### src/rtl/clk_mon_pkg.sv
// -----------------------------------------------------------------------------
// clk_mon_pkg
// Shared types and helpers for the clock monitor.
//   clk_mon_state_t : monitor state machine encoding
//   calc_exp        : nominal half-period of the monitored clock in clk_in cycles
//   calc_timeout    : loss-of-clock limit, two worst-case half-periods
// -----------------------------------------------------------------------------
package clk_mon_pkg;

    typedef enum logic [1:0] {
        IDLE   = 2'd0,
        ACQ    = 2'd1,
        LOCKED = 2'd2
    } clk_mon_state_t;

    function automatic int calc_exp(input int freq_clk, input int freq_mon);
        return freq_clk / freq_mon / 2;
    endfunction

    function automatic int calc_timeout(input int freq_clk, input int freq_mon,
                                        input int tol);
        return 2 * (calc_exp(freq_clk, freq_mon) + tol);
    endfunction

endpackage

### src/rtl/sync_edge_det.sv
// -----------------------------------------------------------------------------
// sync_edge_det
// Three-flop synchroniser for an asynchronous level, with a one-cycle strobe
// on every transition (rising or falling) of the synchronised signal.
// Ports:
//   clk_in  : sampling clock
//   aclr    : asynchronous active-high clear of the chain
//   i_async : asynchronous input level
//   o_edge  : high for one clk_in cycle per transition of i_async
// -----------------------------------------------------------------------------
module sync_edge_det (
    input  logic clk_in,
    input  logic aclr,
    input  logic i_async,
    output logic o_edge
);

    logic r_s0;
    logic r_s1;
    logic r_s2;

    always_ff @(posedge clk_in or posedge aclr) begin
        if (aclr) begin
            r_s0 <= 1'b0;
            r_s1 <= 1'b0;
            r_s2 <= 1'b0;
        end else begin
            r_s0 <= i_async;
            r_s1 <= r_s0;
            r_s2 <= r_s1;
        end
    end

    // r_s0 is the metastability catcher; the edge is taken one stage later.
    assign o_edge = r_s1 ^ r_s2;

endmodule

### src/rtl/clk_mon.sv
// -----------------------------------------------------------------------------
// clk_mon
// Monitors a slow, asynchronous clock: measures each half-period in clk_in
// cycles, checks it against EXP +/- TOL and reports lock, sticky fault and
// loss-of-clock status.
// Ports:
//   clk_in      : system clock
//   aclr        : asynchronous active-high reset
//   mon_in      : monitored clock (asynchronous)
//   clr_fault   : synchronous clear of the sticky fault flag
//   half_period : last measured half-period (clk_in cycles)
//   meas_valid  : one-cycle strobe, half_period updated
//   locked      : LOCK_CNT consecutive in-range half-periods seen
//   fault       : sticky, an out-of-range half-period was seen
//   lost        : no edge for TIMEOUT cycles
//
// state  | meaning
// IDLE   | no reference edge yet (after reset or loss); next edge starts timing
// ACQ    | measuring, counting consecutive good half-periods towards lock
// LOCKED | monitored clock within tolerance
// -----------------------------------------------------------------------------
module clk_mon
    import clk_mon_pkg::*;
#(
    parameter  int FREQ_CLK = 2_000_000,
    parameter  int FREQ_MON = 250_000,
    parameter  int TOL      = 1,
    parameter  int LOCK_CNT = 4,
    localparam int EXP      = calc_exp(FREQ_CLK, FREQ_MON),
    localparam int TIMEOUT  = calc_timeout(FREQ_CLK, FREQ_MON, TOL),
    localparam int CW       = $clog2(TIMEOUT + 1)
) (
    input  logic          clk_in,
    input  logic          aclr,
    input  logic          mon_in,
    input  logic          clr_fault,
    output logic [CW-1:0] half_period,
    output logic          meas_valid,
    output logic          locked,
    output logic          fault,
    output logic          lost
);

    localparam int GW       = $clog2(LOCK_CNT + 1);
    localparam int LO_BOUND = (EXP > TOL) ? (EXP - TOL) : 0;
    localparam int HI_BOUND = EXP + TOL;

    logic            w_edge;
    logic [CW-1:0]   r_cnt;
    logic [CW:0]     w_m;
    logic [CW-1:0]   w_hp;
    logic            w_in_range;
    logic            w_cnt_full;
    logic [GW-1:0]   w_good_inc;

    clk_mon_state_t  r_state;
    logic [GW-1:0]   r_good;
    logic [CW-1:0]   r_hp;
    logic            r_valid;
    logic            r_locked;
    logic            r_fault;
    logic            r_lost;

    sync_edge_det u_sync (
        .clk_in  (clk_in),
        .aclr    (aclr),
        .i_async (mon_in),
        .o_edge  (w_edge)
    );

    // Cycles since the last edge; saturates so a dead clock holds at TIMEOUT.
    always_ff @(posedge clk_in or posedge aclr) begin
        if (aclr) begin
            r_cnt <= '0;
        end else if (w_edge) begin
            r_cnt <= '0;
        end else if (r_cnt != CW'(TIMEOUT)) begin
            r_cnt <= r_cnt + CW'(1);
        end
    end

    // The edge cycle itself is part of the half-period, hence the +1.
    assign w_m        = {1'b0, r_cnt} + (CW+1)'(1);
    // One extra bit only matters when TIMEOUT+1 is a power of two; clamp
    // rather than wrap so an overlong period never reads as a short one.
    assign w_hp       = w_m[CW] ? {CW{1'b1}} : w_m[CW-1:0];
    assign w_in_range = (w_m >= (CW+1)'(LO_BOUND)) && (w_m <= (CW+1)'(HI_BOUND));
    assign w_cnt_full = (r_cnt == CW'(TIMEOUT));
    assign w_good_inc = r_good + GW'(1);

    always_ff @(posedge clk_in or posedge aclr) begin
        if (aclr) begin
            r_state  <= IDLE;
            r_good   <= '0;
            r_hp     <= '0;
            r_valid  <= 1'b0;
            r_locked <= 1'b0;
            r_fault  <= 1'b0;
            r_lost   <= 1'b0;
        end else begin
            r_valid <= 1'b0;
            // A fault set further down overrides this clear in the same cycle.
            if (clr_fault) begin
                r_fault <= 1'b0;
            end

            case (r_state)
                IDLE: begin
                    // First edge only establishes a reference; no measurement.
                    if (w_edge) begin
                        r_state <= ACQ;
                        r_good  <= '0;
                        r_lost  <= 1'b0;
                    end else if (w_cnt_full) begin
                        r_lost <= 1'b1;
                    end
                end

                ACQ: begin
                    if (w_edge) begin
                        r_valid <= 1'b1;
                        r_hp    <= w_hp;
                        if (w_in_range) begin
                            if (r_good != GW'(LOCK_CNT)) begin
                                r_good <= w_good_inc;
                            end
                            if (w_good_inc == GW'(LOCK_CNT)) begin
                                r_state  <= LOCKED;
                                r_locked <= 1'b1;
                            end
                        end else begin
                            r_good  <= '0;
                            r_fault <= 1'b1;
                        end
                    end else if (w_cnt_full) begin
                        r_state <= IDLE;
                        r_good  <= '0;
                        r_lost  <= 1'b1;
                    end
                end

                LOCKED: begin
                    if (w_edge) begin
                        r_valid <= 1'b1;
                        r_hp    <= w_hp;
                        if (!w_in_range) begin
                            r_state  <= ACQ;
                            r_locked <= 1'b0;
                            r_good   <= '0;
                            r_fault  <= 1'b1;
                        end
                    end else if (w_cnt_full) begin
                        r_state  <= IDLE;
                        r_locked <= 1'b0;
                        r_good   <= '0;
                        r_lost   <= 1'b1;
                    end
                end

                default: begin
                    r_state  <= IDLE;
                    r_locked <= 1'b0;
                    r_good   <= '0;
                end
            endcase
        end
    end

    assign half_period = r_hp;
    assign meas_valid  = r_valid;
    assign locked      = r_locked;
    assign fault       = r_fault;
    assign lost        = r_lost;

endmodule

### config.mk
export PLATFORM = sky130hd
export DESIGN_NAME = clk_mon
export DESIGN_NICKNAME = d
export VERILOG_FILES = /design/src/rtl/clk_mon_pkg.sv /design/src/rtl/sync_edge_det.sv /design/src/rtl/clk_mon.sv
export SDC_FILE = /design/constraint.sdc
export NUM_CORES = 1
export LEC_CHECK = 0
export BUFFER_PORTS_ARGS = -buffer_cell sky130_fd_sc_hd__buf_2
export CORE_MARGIN = 8
export CORE_UTILIZATION = 52
export DETAILED_ROUTE_END_ITERATION = 8
export HOLD_SLACK_MARGIN = 0.12
export PLACE_DENSITY = 0.77
export SETUP_SLACK_MARGIN = 0.15
export SLEW_MARGIN = 15
export SYNTH_ARGS = -nofsm -noshare
export SYNTH_HDL_FRONTEND = slang
export SYNTH_SLANG_ARGS = --single-unit
### constraint.sdc
create_clock -name clk_in -period 2.3 [get_ports clk_in]
set_input_delay 0.115 -clock clk_in [delete_from_list [all_inputs] [get_ports clk_in]]
set_output_delay 0.115 -clock clk_in [all_outputs]
set_load 0.005 [all_outputs]
==> out/metrics.csv <==
metric,value,unit
status,"finished, final reports clean",
Die Wd,65.18,um
final setup vio count,0,
most numerous cell in the Yosys netlist,dfrtp_1,
flop-to-flop setup slack,80,ps
Inserted Clock Buffers,3,
Synthesized Nets,150,
synth cell count leaders,"dfrtp_1, o21ai_0, inv_1",
DRC,0,
met3 WL,116,um
Post-synth ARST share,100.0,%
"Hold Vio Cnt, Final",0,
Mapped Area,1257,sq um
die height,65.18,um
cells along the critical path,"inv_2, ha_4, and2b_1, nor2_1, mux4_2, o31ai_4, o211ai_1, a221o_1",
final std cells w/o fill,187,
Worst Path Max Fanout,4,
post-synthesis cell type count,37,
crit path DAT,2420,ps
top post-synthesis cells by area,"dfrtp_1, ha_1, o21ai_0, a21oi_1, inv_1",
Syn. warnings,0,
Sinks on Clock Net,20,
Global Route Usage Sum,14.08,%
dpl cell area,1406,sq um
"FF+latch count, synth",20,
PwrDens,971.1,nW/um^2
drt pass-1 iters,4,
Area Overhead vs Synth,19.50,%
standard-cell rows,18,
Post-Place Cells,180,
relative max-transition margin,48.68,%
crit path launch type,flip-flop,
Hold Crit Class,reg2reg,
Clock Latency Late Sink,310,ps
H-tree levels,1,
Max Used Layer,met4,
Clock Skew,6.746,ps
Layout fillers,217,
Final Wtd Congestion,0.9436,
largest net degree at the start of global routing,21,
leakage power,0.6994,nW
DP Wirelength,2.016,mm
Worst Path Required,2510,ps
share of layout cells above drive strength 1,20.38,%
Syn Inst Count,135,
unrepaired setup endpoints after global routing,yes,
TritonCTS clock tree,yes,
Starting DRT DRC Count,30,
area share of the largest cell type after synthesis,39.80,%
Worst Tran Pin Value,769.0,ps
Buffers on Ports,11,
nets,173,
CTS Buffer Depth,2,
post-route cell area,1503,sq um
initial core utilization,52.67,%
Crit Path Category,reg2reg,
vias post-DR,1065,
Wirelength per Cell,14.68,um
sequential-to-total area share from yosys stat,39.80,%
Avg Inst Size Synth,9.314,sq um
"area leader, netlist",dfrtp_1,
number of global-route vias before repair,1142,
met2 WL,1.455,mm
residual overflow from global routing,0,
Post-synth EDFFs,0,
core area,2387,sq um
Max IR drop VDD,0.0005859,V
CP Capture Type,flip-flop,
commonest register cell after synthesis,dfrtp_1,
Max Transition Viols Final,0,
Antenna Cells,0,
Root Driver,clkbuf_4,
Max-Cap Viols,0,
Setup TNS,0,ps
Worst-path clk slew,120,ps
Routed Antenna Nets,0,
Final min period,2216,ps
CP max stage delay,530,ps
slowest CP cell,mux4_2,
WL met1,1.124,mm
Tcrit/Tclk final,96.33,%
full die area,4248,sq um
first-pass GRT wire length,4.809,mm
Via density,5.695,
initial antenna violation count,0,
Detailed Route WL,2.745,mm
# IOs,12,
fmax,451.4,MHz
Pwr Total,0.001459,W
## worst max-delay path: cells and delay by family (launching register included)
family	cells	cell delay (ps)
buffers and inverters	1	80
AND/OR/NAND/NOR	2	280
adder cells (fa/ha/maj)	1	200
multiplexers	1	530
flip-flops	1	410
AO/OA/AOI/OAI	3	620
## final cells by class
type	instances	area [sq um]	share of cell area, %
Clock inverter	1	30.03	1.998
Multi-Input combinational cell	98	714.4	47.54
Sequential cell	20	500.5	33.31
Timing Repair Buffer	23	152.6	10.16
Clock buffer	3	22.52	1.499
Inverter	12	45.04	2.998
Tap cell	30	37.54	2.498
## what timing repair did
| action | CTS | global route |
|---|---|---|
| gates resized for setup | 3 | 6 |
| setup buffers | 0 | 0 |
| pin swaps | 1 | 3 |
| endpoints found under the hold margin | 22 | 0 |
| hold buffers | 3 | 0 |
| endpoints found under the setup margin | 7 | 6 |
## registers in the layout (all words and copies together), names as in the netlist
signal / flops
half_period: 4
r_cnt: 4
r_good: 3
r_state: 2
fault: 1
locked: 1
lost: 1
meas_valid: 1
u_sync.r_s0: 1
u_sync.r_s1: 1
u_sync.r_s2: 1
## through the flow
step / utilization (%) / hold WS [ps] / setup slack [ps]
6_report: 62.95 / 376.7 / 84.43
5_1_grt: 62.95 / 380.3 / -0.8453
4_1_cts: 62.42 / 376.4 / 96.64
3_5_place_dp: 58.91 / 224.9 / 26.41
3_3_place_gp: 58.91 / 223.7 / 79.36
2_1_floorplan: - / 78.83 / -40.10
## placed cells by master, fill, tap and decap left out, types with 2 or more instances in the layout
| master | n |
|---|---|
| a21oi_1 | 9 |
| a31oi_1 | 3 |
| and2_1 | 2 |
| buf_2 | 11 |
| buf_4 | 9 |
| clkbuf_4 | 3 |
| dfrtp_1 | 20 |
| dlygate4sd3_1 | 3 |
| ha_1 | 10 |
| inv_1 | 10 |
| inv_2 | 2 |
| nand2_1 | 10 |
| nand3_1 | 5 |
| nand3b_1 | 2 |
| nor2_1 | 5 |
| nor2b_1 | 2 |
| nor3_1 | 4 |
| nor4_1 | 2 |
| o211ai_1 | 3 |
| o21ai_0 | 9 |
| o21ai_1 | 5 |
| o22ai_1 | 3 |
| xnor2_1 | 3 |
| xor2_1 | 2 |
## kinds of logic after synthesis
kind of cell | synth area share (%)
compound gates | 21.29
flops | 39.80
buf+inv | 5.671
mux | 2.587
simple gates | 16.22
xor+xnor | 3.483
fa+ha+maj | 10.95
## power by group
group	switching [W]	internal [W]
Clock	0.000118	0.000176
Sequential	0.0000502	0.000423
Combinational	0.000386	0.000306
Total	0.000554	0.000905
## per-layer routing
metal / track usage (%) / vias to the layer above
met2: 25.09 / 30
li1: - / 528
met1: 15.55 / 501
met4: 7.629 / 0
met5: 0 / -
met3: 2.381 / 6
## final timing paths
check                                 start     endpoint  cells after the start
min in group asynchronous              aclr   meas_valid                      3
worst min register to register  u_sync.r_s0  u_sync.r_s1                      0
max in group asynchronous              aclr     r_cnt[0]                      3
worst max-delay path               r_cnt[0]   r_state[0]                      8
worst max register to register     r_cnt[0]   r_state[0]                      8
worst min-delay path            u_sync.r_s0  u_sync.r_s1                      0
Power figures use the tool's default switching activity.
